File: config.mk
export PLATFORM = sky130hd
export DESIGN_NAME = imem_loader
export DESIGN_NICKNAME = d
export VERILOG_FILES = /design/src/rtl/imem_loader_pkg.sv /design/src/rtl/imem_byte_packer.sv /design/src/rtl/imem_loader.sv
export SDC_FILE = /design/constraint.sdc
export NUM_CORES = 1
export LEC_CHECK = 0
export BUFFER_PORTS_ARGS = -buffer_cell sky130_fd_sc_hd__buf_2
export CORE_MARGIN = 1
export CORE_UTILIZATION = 40
export DETAILED_ROUTE_END_ITERATION = 16
export PLACE_DENSITY_LB_ADDON = 0.12
export SLEW_MARGIN = 20
export SYNTH_ARGS = -nofsm -noshare
export SYNTH_HDL_FRONTEND = slang
export SYNTH_SLANG_ARGS = --single-unit
File: constraint.sdc
create_clock -name clk -period 6.6 [get_ports clk]
set_input_delay 0.33 -clock clk [delete_from_list [all_inputs] [get_ports clk]]
set_output_delay 0.33 -clock clk [all_outputs]
set_load 0.005 [all_outputs]
File: src/rtl/imem_loader_pkg.sv
// Shared types and helpers for the instruction-memory loader.
package imem_loader_pkg;

    localparam int BYTE_W = 8;

    typedef enum logic [2:0] {
        IDLE,
        HDR,
        PAY,
        CHK,
        DONE,
        ERROR
    } state_t;

    // Bytes per instruction word.
    function automatic int bpw(input int n);
        return n / BYTE_W;
    endfunction

endpackage

File: src/rtl/imem_byte_packer.sv
// Packs a little-endian byte stream into N-bit words; word/word_valid are
// presented combinationally in the cycle the last byte of a word is accepted.
module imem_byte_packer
    import imem_loader_pkg::*;
#(
    parameter int N = 32
) (
    input  logic              clk,
    input  logic              reset,
    input  logic              clear,
    input  logic              byte_valid,
    input  logic [BYTE_W-1:0] byte_data,
    output logic [N-1:0]      word,
    output logic              word_valid
);

    localparam int LANES = bpw(N);
    localparam int CW    = (LANES > 1) ? $clog2(LANES) : 1;

    logic [CW-1:0] cnt_reg;
    logic          last_lane;

    assign last_lane  = (cnt_reg == CW'(LANES - 1));
    assign word_valid = byte_valid && last_lane;

    always_ff @(posedge clk) begin
        if (reset || clear) begin
            cnt_reg <= '0;
        end else if (byte_valid) begin
            cnt_reg <= last_lane ? '0 : cnt_reg + CW'(1);
        end
    end

    // The top lane is never stored: it is the byte being accepted right now.
    genvar gi;
    generate
        for (gi = 0; gi < LANES; gi++) begin : g_lane
            if (gi < LANES - 1) begin : g_stored
                logic [BYTE_W-1:0] lane_reg;
                always_ff @(posedge clk) begin
                    if (reset || clear) begin
                        lane_reg <= '0;
                    end else if (byte_valid && (cnt_reg == CW'(gi))) begin
                        lane_reg <= byte_data;
                    end
                end
                assign word[gi*BYTE_W +: BYTE_W] = lane_reg;
            end else begin : g_live
                assign word[gi*BYTE_W +: BYTE_W] = byte_data;
            end
        end
    endgenerate

endmodule

File: src/rtl/imem_loader.sv
// Byte-stream program loader for a writable imem; holds the CPU while loading.
// Optional trailing checksum word enabled by defining IMEM_LOADER_CHECKSUM_EN.
module imem_loader
    import imem_loader_pkg::*;
#(
    parameter int N     = 32,
    parameter int AW    = 7,
    parameter int DEPTH = 2**AW
) (
    input  logic              clk,
    input  logic              reset,
    input  logic              start,
    input  logic              in_valid,
    input  logic [BYTE_W-1:0] in_data,
    output logic              in_ready,
    output logic              mem_we,
    output logic [AW-1:0]     mem_addr,
    output logic [N-1:0]      mem_wdata,
    output logic              cpu_hold,
    output logic              done,
    output logic              err
);

    localparam int LW = $clog2(DEPTH + 1);

    state_t        state_reg;
    logic [LW-1:0] len_reg;
    logic [LW-1:0] idx_reg;
    logic          mem_we_reg;
    logic [AW-1:0] mem_addr_reg;
    logic [N-1:0]  mem_wdata_reg;
    logic          cpu_hold_reg;
    logic          done_reg;
    logic          err_reg;
`ifdef IMEM_LOADER_CHECKSUM_EN
    logic [N-1:0]  sum_reg;
`endif

    logic          accept;
    logic          restart;
    logic [N-1:0]  word;
    logic          word_valid;
    logic          hdr_ok;
    logic          last_word;

    assign in_ready  = (state_reg == HDR) || (state_reg == PAY) || (state_reg == CHK);
    assign accept    = in_valid && in_ready;
    assign restart   = start && ((state_reg == IDLE) || (state_reg == DONE) || (state_reg == ERROR));
    assign hdr_ok    = (word != '0) && (word <= N'(DEPTH));
    assign last_word = (idx_reg == len_reg - LW'(1));

    imem_byte_packer #(.N(N)) u_packer (
        .clk        (clk),
        .reset      (reset),
        .clear      (restart),
        .byte_valid (accept),
        .byte_data  (in_data),
        .word       (word),
        .word_valid (word_valid)
    );

    always_ff @(posedge clk) begin
        if (reset) begin
            state_reg     <= IDLE;
            len_reg       <= '0;
            idx_reg       <= '0;
            mem_we_reg    <= 1'b0;
            mem_addr_reg  <= '0;
            mem_wdata_reg <= '0;
            cpu_hold_reg  <= 1'b0;
            done_reg      <= 1'b0;
            err_reg       <= 1'b0;
`ifdef IMEM_LOADER_CHECKSUM_EN
            sum_reg       <= '0;
`endif
        end else begin
            mem_we_reg <= 1'b0;
            case (state_reg)
                IDLE, DONE, ERROR: begin
                    if (start) begin
                        state_reg    <= HDR;
                        cpu_hold_reg <= 1'b1;
                        done_reg     <= 1'b0;
                        err_reg      <= 1'b0;
                        idx_reg      <= '0;
                        len_reg      <= '0;
`ifdef IMEM_LOADER_CHECKSUM_EN
                        sum_reg      <= '0;
`endif
                    end
                end
                HDR: begin
                    if (word_valid) begin
                        if (hdr_ok) begin
                            state_reg <= PAY;
                            len_reg   <= LW'(word);
                        end else begin
                            state_reg <= ERROR;
                            err_reg   <= 1'b1;
                        end
                    end
                end
                PAY: begin
                    if (word_valid) begin
                        mem_we_reg    <= 1'b1;
                        mem_addr_reg  <= AW'(idx_reg);
                        mem_wdata_reg <= word;
                        idx_reg       <= idx_reg + LW'(1);
`ifdef IMEM_LOADER_CHECKSUM_EN
                        sum_reg       <= sum_reg + word;
                        if (last_word) begin
                            state_reg <= CHK;
                        end
`else
                        // Release the CPU on the same cycle as the final strobe.
                        if (last_word) begin
                            state_reg    <= DONE;
                            done_reg     <= 1'b1;
                            cpu_hold_reg <= 1'b0;
                        end
`endif
                    end
                end
`ifdef IMEM_LOADER_CHECKSUM_EN
                CHK: begin
                    if (word_valid) begin
                        if (word == sum_reg) begin
                            state_reg    <= DONE;
                            done_reg     <= 1'b1;
                            cpu_hold_reg <= 1'b0;
                        end else begin
                            state_reg <= ERROR;
                            err_reg   <= 1'b1;
                        end
                    end
                end
`endif
                default: begin
                    state_reg <= IDLE;
                end
            endcase
        end
    end

    assign mem_we    = mem_we_reg;
    assign mem_addr  = mem_addr_reg;
    assign mem_wdata = mem_wdata_reg;
    assign cpu_hold  = cpu_hold_reg;
    assign done      = done_reg;
    assign err       = err_reg;

endmodule

# ---- Word level (Yosys, flattened, before mapping)
# Index checks and enable logic that the tools add are counted.
dict set report word_totals {
  regBits 88
  output_inout_bits 44
}
dict set report classes {
  addsub 3
  magnitude_cmp 1
  n_eq_ne 15
  n_mux 25
  n_bitwise 1
  n_reduce_logical 25
}
# cell count
set op_table {}
lappend op_table {{$le 32x8->1 const B} 1}
lappend op_table {{$mux 8} 4}
lappend op_table {{$pmux 8 s2} 2}
lappend op_table {{$reduce_bool 32->1} 1}
lappend op_table {{$reduce_and 4->1} 4}
lappend op_table {{$mux 3} 5}
lappend op_table {{$mux 1} 9}
lappend op_table {{$pmux 3 s3} 1}
lappend op_table {{$add 8x1->8 const B} 1}
lappend op_table {{$eq 8x8->1} 1}
lappend op_table {{$ne 2x2->1 const B} 4}
lappend op_table {{$sub 8x1->8 const B} 1}
lappend op_table {{$logic_and 1x1->1} 7}
lappend op_table {{$eq 3x2->1 const B} 2}
lappend op_table {{$eq 3x3->1 const B} 2}
lappend op_table {{$pmux 1 s2} 3}
lappend op_table {{$logic_or 1x1->1} 5}
lappend op_table {{$eq 2x2->1 const B} 2}
lappend op_table {{$ne 2x1->1 const B} 2}
lappend op_table {{$reduce_bool 2->1} 2}
lappend op_table {{$eq 3x1->1 const B} 1}
lappend op_table {{$logic_not 3->1} 1}
lappend op_table {{$reduce_and 3->1} 1}
lappend op_table {{$reduce_or 3->1} 1}
lappend op_table {{other kinds (7)} 7}

# ---- Depth between registers and ports, before layout
dict set report depth {
  depth_word 7
  mapped_depth 10
}

# ---- By module
# From an unflattened synthesis, not the netlist that was laid out.
dict set report unflattened {
  cells_unflattened 458
  area_unflattened_um2 3971.3
}
# module instances cells_per_inst area_each_um2 seq_area_each_um2
set modules_own_cells {}
lappend modules_own_cells {imem_loader 1 324 2633.8 1241.2}
lappend modules_own_cells {imem_byte_packer 1 134 1337.5 520.5}

# ---- Worst setup path after synthesis
# Ideal clock, no wire load.
dict set report synth_timing {
  path_kind {flip-flop to flip-flop}
  from {register len_reg[0]}
  to {register state_reg[0]}
  setup_time_ps 103
  arrival_time_ps 2076
  required_ps 6497
  slack_ps 4420
  stages_incl_launch_ff 10
  n_path_buf 2
  synth_period_minus_slack_ps 2180
  cell_sequence {dfxtp_1 -> clkbuf_1 -> inv_1 -> ha_1 -> clkbuf_1 -> nand2_1 -> or4_4 -> a211oi_4 -> nand4_2 -> a2111oi_2}
}
dict set report synth_between {
  elab_chain_cells 4
}
# item line
set synth_lines {}
lappend synth_lines {{from (decl)} imem_loader.sv:27} ;# logic [LW-1:0] len_reg;
lappend synth_lines {{from (signal assigned)} imem_loader.sv:96} ;# len_reg <= LW'(word);
lappend synth_lines {{$sub 8x1->8} imem_loader.sv:50} ;# assign last_word = (idx_reg == len_reg - LW'(1));
lappend synth_lines {{$eq 8x8->1} imem_loader.sv:50}
lappend synth_lines {{$ne 2x2->1 (no source line)} -}
lappend synth_lines {{$reduce_and 4->1 (no source line)} -}
lappend synth_lines {{to (signal assigned)} imem_loader.sv:64} ;# state_reg <= IDLE;
lappend synth_lines {{to (signal assigned)} imem_loader.sv:81} ;# state_reg <= HDR;
lappend synth_lines {{to (signal assigned)} imem_loader.sv:95} ;# state_reg <= PAY;
lappend synth_lines {{to (decl)} imem_loader.sv:26} ;# state_t state_reg;
# No other way between the ends.
# A chain may end at the register's enable or synchronous reset.

# ---- Final worst setup path
dict set report layout_timing {
  from {register state_reg[1]}
  to {register mem_wdata_reg[23] (netlist: mem_wdata[23])}
}
dict set report layout_between {
  elab_chain_cells 6
  elab_cells_between_ends 8
}
# item line
set layout_lines {}
lappend layout_lines {{$eq 3x1->1 or $eq 3x2->1 (tied branches)} {imem_loader.sv:46, imem_loader.sv:78}}
lappend layout_lines {{$logic_or 1x1->1 (2 in a row)} imem_loader.sv:46} ;# assign in_ready = (state_reg == HDR) || (state_reg == PAY) || (state_reg == CHK);
lappend layout_lines {{$logic_and 1x1->1} imem_loader.sv:47} ;# assign accept = in_valid && in_ready;
lappend layout_lines {{$logic_and 1x1->1} imem_byte_packer.sv:24} ;# assign word_valid = byte_valid && last_lane;
lappend layout_lines {{$reduce_and 2->1 (no source line) (*)} -}
lappend layout_lines {{to (signal assigned)} imem_loader.sv:107} ;# mem_wdata_reg <= word;
lappend layout_lines {{to (decl)} imem_loader.sv:31} ;# logic [N-1:0] mem_wdata_reg;
# Every way passes the cells marked *; elsewhere a longest branch is shown, timed or not.

==> impl_metrics.toml <==
[synthesis]
synth_edf_count = 0
yosys_warnings = 0
synth_ff_type = "dfxtp_1"
synth-seq-cells = 88
ys_types = 41
synth.cell_area_sq_um = 3630
syn_inst = 447
yosysSeqAreaShare_pct = 48.5
async_reset_ff_share_pct = 0
avgSynthCellArea_sq_um = 8.13
synth_fp_nets = 465

[setup_path]
path_cells = "nor3b_1 -> nand3_1 -> buf_4 -> nand2_1 -> a21oi_1"
rr_startpoint = "state_reg[1]$_SDFFE_PP0P_"
crit_start = "state_reg[1]$_SDFFE_PP0P_"
crit_slowest_cell = "nand3_1"
crit_type = "reg2reg"
slowest_delay_ns = 0.61
cp_max_fo = 22
start_kind = "flop"
worstPathRequired_ns = 6.80
cp_data_arrival_time_ns = 2.62
endpoint_kind = "flop"

[floorplanning]
initial_core_util_pct = 41.5
dieArea_sq_um = 9470
ioPinCount = 56
rows = 34
core-area_sq_um = 8760
die_x_microns = 97.3
die_y_microns = 97.3

[placement]
hpwl_microns = 6100
dpl-instance-area_sq_um = 3970
io_buffer_count = 55
gp_congestion = 0.783

[clock_tree]
cts.path.max_buffers = 2
worst_skew_pair.late_latency_ns = 0.36
cts_setup_buffers = 0
cts_root_buf = "clkbuf_8"
cts_buffers = 9
clock_sinks = 88
clkSlewWorstSetupHoldPaths_ns = 0.09
cts_tree = "yes"
htree_num_levels = 3
cts.repair.resized = 0
postCtsHoldBufs = 0

[power]
swShare_pct = 22.5
power_switching_uw = 232
ir_worst_vdd_mv = 0.140
p_total_uw = 1030
power.density_nw_per_um2 = 245
p_comb_share_pct = 4.8
p_leak_uw = 0.00160
internal_power_uw = 799
p_seq_share_pct = 52.4
clkPwrFrac_pct = 42.8

[cells_and_area]
largest_reg_flops = 32
mostFrequentLayoutCell = "nand2_1"
syn2layout_area_growth_pct = 15.7
mostFrequentLayoutCells = "119 x nand2_1, 88 x dfxtp_1, 73 x a21oi_1"
drive_gt1_share_pct = 17.2
insertedDiodeCount = 0
fin_util_pct = 48.0
final_area_sq_um = 4210
nets = 507

[grt]
grt_first_pass_wirelength_microns = 15000
antenna_found_initial = 0
track_usage_pct = 19.8
grt_max_degree = 46
grt_overflow_total = 0
grt_pass1_vias = 3038

[sta]
fin_skew_ns = 0.0102
worst_slew_pin_slew_ns = 0.844
finalCritPeriodShare_pct = 36.5
tns_ns = 0
clock.fmax_ghz = 0.415
rsz0062_at_grt = "false"
setup_viol = 0
final_max_slew_viol_count = 0
hold_viol = 0
layout_min_cycle_time_ns = 2.41
slew_headroom_pct = 43.7

[route]
antenna_left = 0
dr_wl_met3_microns = 327
avgRoutedWirePerCell_microns = 14.8
drt_pass1_iterations = 4
drtIter0Drc = 103
route.met2.wl_microns = 4430
drc = 0
vias_per_cell = 5.33
drt-met1-wl_microns = 3990
drt-total-wl_microns = 8870
maxUsedRoutingLayer = "met4"
num_vias = 3202

[worst_hold_path]
hp-start = "in_data[3]"
hp-class = "in2reg"

[flow_run]
cap_viol_max_count = 0

[status]
outcome = "complete, no violations"
[metrics by stage]
stage	setup slack (ns)	cells	hold slack [ns]
after floorplan	4.42	447	0.445
after global placement	4.20	586	0.439
after detailed placement	4.20	586	0.443
after CTS	4.12	601	0.248
after global routing	3.85	601	0.251
final	4.19	601	0.258
[Yosys cell counts (6+ instances only)]
master / instances / area (sq um)
dfxtp_1: 88 / 1760
a22o_1: 8 / 70.1
inv_1: 6 / 22.5
nand2_1: 119 / 447
ha_1: 6 / 75.1
clkbuf_1: 23 / 86.3
a21oi_1: 73 / 365
nor2_1: 22 / 82.6
xnor2_1: 9 / 78.8
nand3_1: 27 / 135
xor2_1: 9 / 78.8
nor4_1: 7 / 43.8
[per-layer routing]
layer	up-vias	track usage [%]
li1	1604	-
met1	1524	24.2
met2	64	34.4
met3	10	4.89
met4	0	6.00
met5	-	0
[path summary, 6_finish.rpt]
path	end	slack, ns	cells past startpoint
worst max-delay path	mem_wdata[23]$_SDFFE_PP0P_	4.19	5
worst max register to register	mem_wdata[23]$_SDFFE_PP0P_	4.19	5
worst min register to register	mem_wdata[4]$_SDFFE_PP0P_	0.45	2
worst min-delay path	mem_wdata[27]$_SDFFE_PP0P_	0.26	3
[power by group through the flow]
stage          sequential (uW)  clock, uW  combinational (uW)
4_1_cts                    540        449                49.7
3_5_place_dp               553          0                49.6
6_report                   540        441                49.4
5_1_grt                    541        474                54.9
2_1_floorplan              551          0                31.5
3_3_place_gp               553          0                49.5
[kinds of logic after synthesis]
family,synth area share [%]
AO/OA/AOI/OAI,16.5
buffers and inverters,3.58
AND/OR/NAND/NOR,24.8
adder cells (fa/ha/maj),2.07
XOR/XNOR,4.34
flip-flops,48.5
multiplexers,0.275
[critical path, delay by kind of cell (launching register included)]
| kind | cells | cell delay (ns) |
|---|---|---|
| flip-flops | 1 | 0.60 |
| buffers and inverters | 1 | 0.45 |
| AO/OA/AOI/OAI | 1 | 0.06 |
| AND/OR/NAND/NOR | 3 | 1.13 |
[area by class of cell]
| class | instances | area, sq um |
|---|---|---|
| Sequential cell | 88 | 1760 |
| Fill cell | 906 | 4560 |
| Tap cell | 108 | 135 |
| Clock buffer | 9 | 124 |
| Inverter | 6 | 22.5 |
| Timing Repair Buffer | 59 | 305 |
| Clock inverter | 6 | 109 |
| Multi-Input combinational cell | 325 | 1750 |
Note: power is estimated with default switching activity, not from simulation.
